File: src/rtl/rv32i_seq_ctrl_if.sv
// Handshake bundle between the RV32I sequencer, the decoder,
// the instruction/data memories and the datapath enables.
interface rv32i_seq_ctrl_if;
  logic        i_insn_vld;
  logic        i_is_load;
  logic        i_mem_wren;
  logic        i_rd_wren;
  logic        i_imem_ack;
  logic        i_dmem_ack;
  logic        o_imem_req;
  logic        o_ir_en;
  logic        o_dmem_req;
  logic        o_dmem_we;
  logic        o_rd_wren;
  logic        o_pc_en;
  logic        o_retire;
  logic [31:0] o_instret;
  logic        o_trap;
  logic [1:0]  o_trap_cause;

  modport master (
    input  i_insn_vld, i_is_load, i_mem_wren, i_rd_wren,
    input  i_imem_ack, i_dmem_ack,
    output o_imem_req, o_ir_en, o_dmem_req, o_dmem_we,
    output o_rd_wren, o_pc_en, o_retire, o_instret,
    output o_trap, o_trap_cause
  );

  modport slave (
    output i_insn_vld, i_is_load, i_mem_wren, i_rd_wren,
    output i_imem_ack, i_dmem_ack,
    input  o_imem_req, o_ir_en, o_dmem_req, o_dmem_we,
    input  o_rd_wren, o_pc_en, o_retire, o_instret,
    input  o_trap, o_trap_cause
  );
endinterface

File: src/rtl/rv32i_seq_ctrl.sv
// Multi-cycle RV32I sequencer: FETCH/DECODE/EXEC/MEM/WB with
// memory handshakes, wait timeouts and a sticky trap state.
module rv32i_seq_ctrl #(
  parameter int unsigned MEM_TIMEOUT = 255,
  parameter int unsigned CNT_W       = 8
) (
  input logic              i_clk,
  input logic              i_rst,
  rv32i_seq_ctrl_if.master bus
);

  typedef enum logic [2:0] {
    S_FETCH,
    S_DECODE,
    S_EXEC,
    S_MEM,
    S_WB,
    S_TRAP
  } state_t;

  localparam logic [CNT_W-1:0] CNT_LAST =
    CNT_W'(MEM_TIMEOUT - 1);

  if (MEM_TIMEOUT < 1 || MEM_TIMEOUT >= (2 ** CNT_W))
  begin : g_bad_timeout
    $error("MEM_TIMEOUT out of range for CNT_W");
  end

  state_t           state;
  logic [CNT_W-1:0] cnt;
  logic             ld_f;
  logic             st_f;
  logic             rd_f;
  logic [31:0]      instret_q;
  logic [1:0]       cause_q;
  logic             wait_last;

  assign wait_last = (cnt == CNT_LAST);

  always_ff @(posedge i_clk or posedge i_rst) begin
    if (i_rst) begin
      state     <= S_FETCH;
      cnt       <= '0;
      ld_f      <= 1'b0;
      st_f      <= 1'b0;
      rd_f      <= 1'b0;
      instret_q <= '0;
      cause_q   <= 2'b00;
    end else begin
      unique case (state)
        S_FETCH: begin
          if (bus.i_imem_ack) begin
            state <= S_DECODE;
          end else if (wait_last) begin
            state   <= S_TRAP;
            cause_q <= 2'b10;
          end else begin
            cnt <= cnt + 1'b1;
          end
        end
        S_DECODE: begin
          ld_f <= bus.i_is_load;
          st_f <= bus.i_mem_wren;
          rd_f <= bus.i_rd_wren;
          if (!bus.i_insn_vld) begin
            state   <= S_TRAP;
            cause_q <= 2'b01;
          end else begin
            state <= S_EXEC;
          end
        end
        S_EXEC: begin
          cnt <= '0;
          if (ld_f || st_f) state <= S_MEM;
          else              state <= S_WB;
        end
        S_MEM: begin
          if (bus.i_dmem_ack) begin
            state <= S_WB;
          end else if (wait_last) begin
            state   <= S_TRAP;
            cause_q <= 2'b11;
          end else begin
            cnt <= cnt + 1'b1;
          end
        end
        S_WB: begin
          instret_q <= instret_q + 32'd1;
          cnt       <= '0;
          state     <= S_FETCH;
        end
        S_TRAP: begin
          state <= S_TRAP;
        end
        default: begin
          state <= S_FETCH;
        end
      endcase
    end
  end

  // reset gates reqs so an aborted access drops at once
  assign bus.o_imem_req   = (state == S_FETCH) && !i_rst;
  assign bus.o_ir_en      = bus.o_imem_req && bus.i_imem_ack;
  assign bus.o_dmem_req   = (state == S_MEM) && !i_rst;
  assign bus.o_dmem_we    = bus.o_dmem_req && st_f;
  assign bus.o_pc_en      = (state == S_WB) && !i_rst;
  assign bus.o_retire     = bus.o_pc_en;
  assign bus.o_rd_wren    = bus.o_pc_en && rd_f && !st_f;
  assign bus.o_instret    = instret_q;
  assign bus.o_trap       = (state == S_TRAP);
  assign bus.o_trap_cause = cause_q;

endmodule

File: src/flat_wrapper.sv
// flat-port wrapper written by rule: the top's interface ports become plain ports
module rv32i_seq_ctrl_flat 
#(
  parameter int unsigned MEM_TIMEOUT = 255,
  parameter int unsigned CNT_W       = 8
)
  (i_clk, i_rst, bus_i_insn_vld, bus_i_is_load, bus_i_mem_wren, bus_i_rd_wren, bus_i_imem_ack, bus_i_dmem_ack, bus_o_imem_req, bus_o_ir_en, bus_o_dmem_req, bus_o_dmem_we, bus_o_rd_wren, bus_o_pc_en, bus_o_retire, bus_o_instret, bus_o_trap, bus_o_trap_cause);
  rv32i_seq_ctrl_if bus_i ();
  input logic i_clk;
  input logic i_rst;
  input wire logic [$bits(bus_i.i_insn_vld)-1:0] bus_i_insn_vld;
  input wire logic [$bits(bus_i.i_is_load)-1:0] bus_i_is_load;
  input wire logic [$bits(bus_i.i_mem_wren)-1:0] bus_i_mem_wren;
  input wire logic [$bits(bus_i.i_rd_wren)-1:0] bus_i_rd_wren;
  input wire logic [$bits(bus_i.i_imem_ack)-1:0] bus_i_imem_ack;
  input wire logic [$bits(bus_i.i_dmem_ack)-1:0] bus_i_dmem_ack;
  output wire logic [$bits(bus_i.o_imem_req)-1:0] bus_o_imem_req;
  output wire logic [$bits(bus_i.o_ir_en)-1:0] bus_o_ir_en;
  output wire logic [$bits(bus_i.o_dmem_req)-1:0] bus_o_dmem_req;
  output wire logic [$bits(bus_i.o_dmem_we)-1:0] bus_o_dmem_we;
  output wire logic [$bits(bus_i.o_rd_wren)-1:0] bus_o_rd_wren;
  output wire logic [$bits(bus_i.o_pc_en)-1:0] bus_o_pc_en;
  output wire logic [$bits(bus_i.o_retire)-1:0] bus_o_retire;
  output wire logic [$bits(bus_i.o_instret)-1:0] bus_o_instret;
  output wire logic [$bits(bus_i.o_trap)-1:0] bus_o_trap;
  output wire logic [$bits(bus_i.o_trap_cause)-1:0] bus_o_trap_cause;
  assign bus_i.i_insn_vld = bus_i_insn_vld;
  assign bus_i.i_is_load = bus_i_is_load;
  assign bus_i.i_mem_wren = bus_i_mem_wren;
  assign bus_i.i_rd_wren = bus_i_rd_wren;
  assign bus_i.i_imem_ack = bus_i_imem_ack;
  assign bus_i.i_dmem_ack = bus_i_dmem_ack;
  assign bus_o_imem_req = bus_i.o_imem_req;
  assign bus_o_ir_en = bus_i.o_ir_en;
  assign bus_o_dmem_req = bus_i.o_dmem_req;
  assign bus_o_dmem_we = bus_i.o_dmem_we;
  assign bus_o_rd_wren = bus_i.o_rd_wren;
  assign bus_o_pc_en = bus_i.o_pc_en;
  assign bus_o_retire = bus_i.o_retire;
  assign bus_o_instret = bus_i.o_instret;
  assign bus_o_trap = bus_i.o_trap;
  assign bus_o_trap_cause = bus_i.o_trap_cause;
  rv32i_seq_ctrl #(.MEM_TIMEOUT(MEM_TIMEOUT), .CNT_W(CNT_W)) u_core (.i_clk(i_clk), .i_rst(i_rst), .bus(bus_i));
endmodule
File: config.mk
export PLATFORM = sky130hd
export DESIGN_NAME = rv32i_seq_ctrl_flat
export DESIGN_NICKNAME = d
export VERILOG_FILES = /design/src/rtl/rv32i_seq_ctrl_if.sv /design/src/rtl/rv32i_seq_ctrl.sv /design/src/flat_wrapper.sv
export SDC_FILE = /design/constraint.sdc
export NUM_CORES = 1
export LEC_CHECK = 0
export CAP_MARGIN = 20
export CORE_MARGIN = 4
export CORE_UTILIZATION = 51
export DETAILED_ROUTE_END_ITERATION = 6
export PLACE_DENSITY = 0.89
export SYNTH_ARGS = -nofsm -noshare
export SYNTH_HDL_FRONTEND = slang
export SYNTH_SLANG_ARGS = --single-unit
File: constraint.sdc
create_clock -name i_clk -period 2.4 [get_ports i_clk]
set_input_delay 0.36 -clock i_clk [delete_from_list [all_inputs] [get_ports i_clk]]
set_output_delay 0.36 -clock i_clk [all_outputs]
set_load 0.05 [all_outputs]
-- After elaboration in Yosys (flattened, before gate mapping)
Cells that the tools add are included.
- add/sub/neg operators: 2
- $mul: 0
- divide/modulo/power cells: 0
- magnitude comparators: 0
- equal/unequal tests: 11
- shift-type cells: 0
- muxes and demuxes: 16
- bitwise operators: 0
- reduce and logical (&&, ||, !) cells: 16
- operators with widths (cell ; count):
    adder 32 x 1 -> 32 bit (second input constant) ; 1
    two-way mux 8 bit ; 3
    one-hot mux 8 bit (3 select lines) ; 1
    two-way mux 3 bit ; 5
    one-hot mux 3 bit (5 select lines) ; 1
    two-way mux 2 bit ; 5
    adder 8 x 1 -> 8 bit (second input constant) ; 1
    equality test 8 bit (second input constant) ; 1
    logical AND 1 bit ; 7
    equality test 3 x 2 -> 1 bit (second input constant) ; 2
    equality test 3 bit (second input constant) ; 2
    inequality test 2 bit (second input constant) ; 3
    one-hot mux 2 bit (3 select lines) ; 1
    AND reduction 6 bit ; 1
    nonzero test 3 bit ; 2
    inequality test 2 x 1 -> 1 bit (second input constant) ; 2
    equality test 3 x 1 -> 1 bit (second input constant) ; 1
    logical NOT 3 bit ; 1
    AND reduction 3 bit ; 1
    logical NOT 1 bit ; 2
    OR reduction 2 bit ; 1
    logical OR 1 bit ; 1
- bits in registers: 48
- bits in latches: 0
- RAM bits: 0
- ROM bits: 0
- input bits: 8
- output and inout bits: 42
- logic and storage cells: 52
- memories kept: 0

-- Depth between registers and ports, before layout
Gate-level depths: netlist of run 1.
- depth after elaboration: 4
- depth in mapped cells: 6

-- Least setup slack after synthesis of run 1
No wires, ideal clock.
- path type: reg-to-output
- from: register u_core.state[1]
- to: output port bus_o_ir_en
- arrival: 2.881 ns
- required time: 2.040 ns
- path slack: -0.841 ns
- stages on the path, launching flop included: 5
- buffers on the path: 2
- cells stage by stage: dfrtp_1 buf_6 clkbuf_1 nor4_1 and2_1
- longest elaborated chain between the ends: 3
- RTL lines (what ; line ; text):
    from (decl) ; rv32i_seq_ctrl.sv:29 ; state_t state;
    from (signal assigned) ; rv32i_seq_ctrl.sv:42 ; state <= S_FETCH;
    from (signal assigned) ; rv32i_seq_ctrl.sv:53 ; state <= S_DECODE;
    from (signal assigned) ; rv32i_seq_ctrl.sv:55 ; state <= S_TRAP;
    logical NOT 3 bit ; rv32i_seq_ctrl.sv:103 ; assign bus.o_imem_req = (state == S_FETCH) && !i_rst;
    logical AND 1 bit ; rv32i_seq_ctrl.sv:103 ;
    named net bus_o_imem_req ; flat_wrapper.sv:17 ; output wire logic [$bits(bus_i.o_imem_req)-1:0] bus_o_imem_req;
    logical AND 1 bit ; rv32i_seq_ctrl.sv:104 ; assign bus.o_ir_en = bus.o_imem_req && bus.i_imem_ack;
    to (decl) ; flat_wrapper.sv:18 ; output wire logic [$bits(bus_i.o_ir_en)-1:0] bus_o_ir_en;
The timed path passes the listed nets, and every way through them passes these cells.

-- Worst setup path in the final report of run 1
- from: register u_core.state[1]
- to: output port bus_o_rd_wren
- longest elaborated chain between the ends: 4
- RTL lines (what ; line ; text):
    equality test 3 bit ; rv32i_seq_ctrl.sv:107 ; assign bus.o_pc_en = (state == S_WB) && !i_rst;
    logical AND 1 bit ; rv32i_seq_ctrl.sv:107 ;
    logical AND 1 bit (2 in series) ; rv32i_seq_ctrl.sv:109 ; assign bus.o_rd_wren = bus.o_pc_en && rd_f && !st_f;
    to (decl) ; flat_wrapper.sv:21 ; output wire logic [$bits(bus_i.o_rd_wren)-1:0] bus_o_rd_wren;
Every way passes these cells.

==> results of run 1 <==
## routing by layer
layer	up-vias	track usage (%)	share of wire, %
li1	967	-	-
met3	7	4.817	4.5
met2	51	32.28	49
met5	-	0	0
met4	0	6.643	1.7
met1	972	23.95	45
## cell usage in the layout (no fill, tap or decap), types with 6 or more instances in the layout
master and n:
dfrtp_1 48, clkdlybuf4s50_1 41, xnor2_1 25, nand3_1 21, nand2_1 19, nor2_1 11
nand4_1 10, inv_1 8, buf_12 8, xor2_1 6, a21oi_1 6
## worst max path at each step
| stage | endpoint | slack [ps] | cells after the start |
|---|---|---|---|
| 2_1_floorplan | bus_o_ir_en | -220 | 4 |
| 3_3_place_gp | u_core.cnt[1] | 320 | 5 |
| 3_5_place_dp | u_core.cnt[1] | 300 | 5 |
| 4_1_cts | bus_o_rd_wren | 110 | 4 |
| 5_1_grt | bus_o_rd_wren | 10 | 3 |
| 6_report | bus_o_rd_wren | 140 | 4 |
## layout make-up
type	count	area, sq um
fillers	363	1443
multi-input cells	174	1247
flip-flops and latches	48	1201
repair buffers	54	608.1
well taps	67	83.83
clock buffers	5	68.82
clock inverters	3	68.82
inverters	9	33.78
## logic make-up after synthesis
family	Yosys count
AOI/OAI and AO/OA	28
and+or+nand+nor	104
DFF	48
muxes	7
adders and majority gates	3
buffers and inverters	16
xor gates and xnor gates	32
## state kept, by name (all words and copies together), names as in the netlist
signal and count:
u_core.ld_f 1, u_core.bus.o_trap_cause 2, u_core.cnt 8, u_core.st_f 1, u_core.rd_f 1, u_core.state 3, u_core.bus.o_instret 32
## synth_stat cells (6+ instances only)
library cell	count	area, sq um
nand3_1	21	105.1
xnor2_1	25	219.0
nor2_1	11	41.29
a21oi_1	6	30.03
nand4_1	10	62.56
xor2_1	6	52.55
dfrtp_1	48	1201
nand2_1	19	71.32
inv_1	9	33.78
## power by group
part           switching (mW)  internal (mW)  leakage (nW)
sequential              0.248          0.936         0.639
combinational           0.660          0.508         0.652
clock                   0.287          0.419        0.0687
## through the flow
| stage | hold slack (ps) | worst slack, ps | std cells |
|---|---|---|---|
| 2_1_floorplan | 471.6 | -223.6 | 238 |
| 3_3_place_gp | 459.8 | 324.7 | 352 |
| 3_5_place_dp | 463.1 | 295.6 | 352 |
| 4_1_cts | 480.7 | 106.4 | 360 |
| 5_1_grt | 502.4 | 12.89 | 360 |
| 6_report | 478.3 | 135.5 | 360 |
==> key figures, run 1 <==
Run status
  – Run status: finished clean

Synthesis
  – Post-synth EDFFs: 0
  – Synth Net Count: 249
  – Unique masters post-synth: 46
  – Top FF cell, synth: dfrtp_1
  – Mean Syn Cell Area: 10.55 sq um
  – Fraction of the mapped netlist area in simple logic gates: about 24%
  – Synth Area in Adders: between 1 and 1.5%
  – Largest family of logic cells by synthesized area: simple AND/OR/NAND/NOR gates
  – Synth async-reset ratio: 100.0%
  – Synth Area in Compound Gates: 8.371%
  – Mapped Area: ~2500 sq um
  – Synth Area in XOR/XNOR: approximately an eighth
  – Yosys reg bits: 48
  – Register area share after synthesis: around 48%
  – Post-Syn Instances: 238
  – Mux contribution to synthesized area: under 10%
  – YS warnings: 0

Route
  – Via count: between 1.5k and 2k
  – Vias per inst: roughly 5.5
  – Final WL: 5.528 mm
  – Drt pass-1 iters: 4
  – WL per Instance: between 15 and 20 um
  – Routed Antenna Nets: 0
  – Drt drc: 0
  – DR iter-0 viols: ~120

Power
  – P per Cell Area: 923.4 nW/um^2
  – P_leak: between 1 and 1.5 nW
  – Max rail drop VDD: 0.5855 mV
  – Final Power: approximately 3.1 mW

Critical path
  – Reg2Reg Setup Slack: about 360 ps
  – Critical-path maximum fanout: 16
  – Nature of the critical path startpoint: register
  – Family with the most delay on the worst path: simple AND/OR/NAND/NOR gates
  – Reg2Reg Capture Point: u_core.cnt[1]
  – CP Cell Sequence: nor2_1, nand2_1, nor4b_2, buf_12
  – RR Startpoint: u_core.state[1]
  – Reg2reg path depth: 4
  – Slowest cell on crit path: dfrtp_1
  – CP peak stage delay: 610 ps
  – Arr. time, crit path: 1900 ps
  – WS Path Type: register to output pin
  – Critical Path End Type: output pin
  – Critical path data required time: 2040 ps
  – Crit. Startpoint: u_core.state[1]
  – Buf+Inv Stages, Crit Path: 1

Cells and area
  – Area growth syn-to-layout: 31.89%
  – Final non-filler cell area: around 3300 sq um
  – Nets: 303
  – Share of layout cells above drive strength 1: 13.31%
  – ANT cells: 0
  – Fin util: between 60 and 70%

Global route
  – Wire length of the first global-routing pass: approximately 9.4 mm
  – Largest net degree at the start of global routing: 38
  – GRT Util Overall: a little under a fifth
  – Number of antenna violations at the first check in global routing: 0
  – Number of global-route vias before repair: about 2.0k
  – Total gr overflow: 0

Timing
  – Tightest Pin Transition: roughly 620 ps
  – Maximum clock frequency: 441.6 MHz
  – Period utilization: around 94%
  – Setup TNS: 0 ps
  – Crit path time final: 2265 ps
  – RSZ-0062 raised after global routing: false
  – Slew Limit Fails: 0
  – Worst Skew: between 10 and 15 ps
  – Setup Viol. Count Final: 0
  – Slew HR: 58.22%
  – Fin. Hold Viols: 0

Clock tree
  – Root buf cell: clkbuf_8
  – Clk_lat worst skew: ~310 ps
  – CTS tree: yes
  – Total CTS buffers: 5
  – Max H-tree Level: 2
  – CTS Sinks: 48
  – Resized Gates After CTS: 0
  – Clock Path Buffers: 2
  – Setup Fix Bufs, Post-CTS: 0
  – Hold_buf cts: 0
  – Clock-pin slew on the worst setup and hold paths: ~100 ps

Worst hold path
  – Hold Path Depth: 1
  – Hold WC Path Type: register to register
  – Hold Path Sink: u_core.bus.o_instret[31]
  – Worst hold start: u_core.bus.o_instret[31]

Floorplanning
  – Die Ht: 78.17 um
  – Die Area: approximately 6100 sq um
  – Row Count: 25
  – Initial core utilization: a little over half
  – Core ar.: 4755 sq um
  – Die Wd: approximately 78 um
  – Top Ports: 50

Placed design
  – Routability congestion estimate: about 0.9
  – Placed Area: ~3200 sq um
  – Number of buffers added on ports: between 40 and 50
  – Hpwl dp: approximately 4 mm

Run
  – Max Cap Violations: 0
Power figures use the tool's default switching activity.
==> inputs of run 2 (changes only) <==
--- a/config.mk
+++ b/config.mk
@@ -9,6 +9,7 @@
 export CORE_MARGIN = 4
 export CORE_UTILIZATION = 51
 export DETAILED_ROUTE_END_ITERATION = 6
+export GPL_ROUTABILITY_DRIVEN = 1
 export PLACE_DENSITY = 0.89
 export SYNTH_ARGS = -nofsm -noshare
 export SYNTH_HDL_FRONTEND = slang
==> results of run 2 <==
No change in the layout: final DEF, timing and power equal those of run 1.
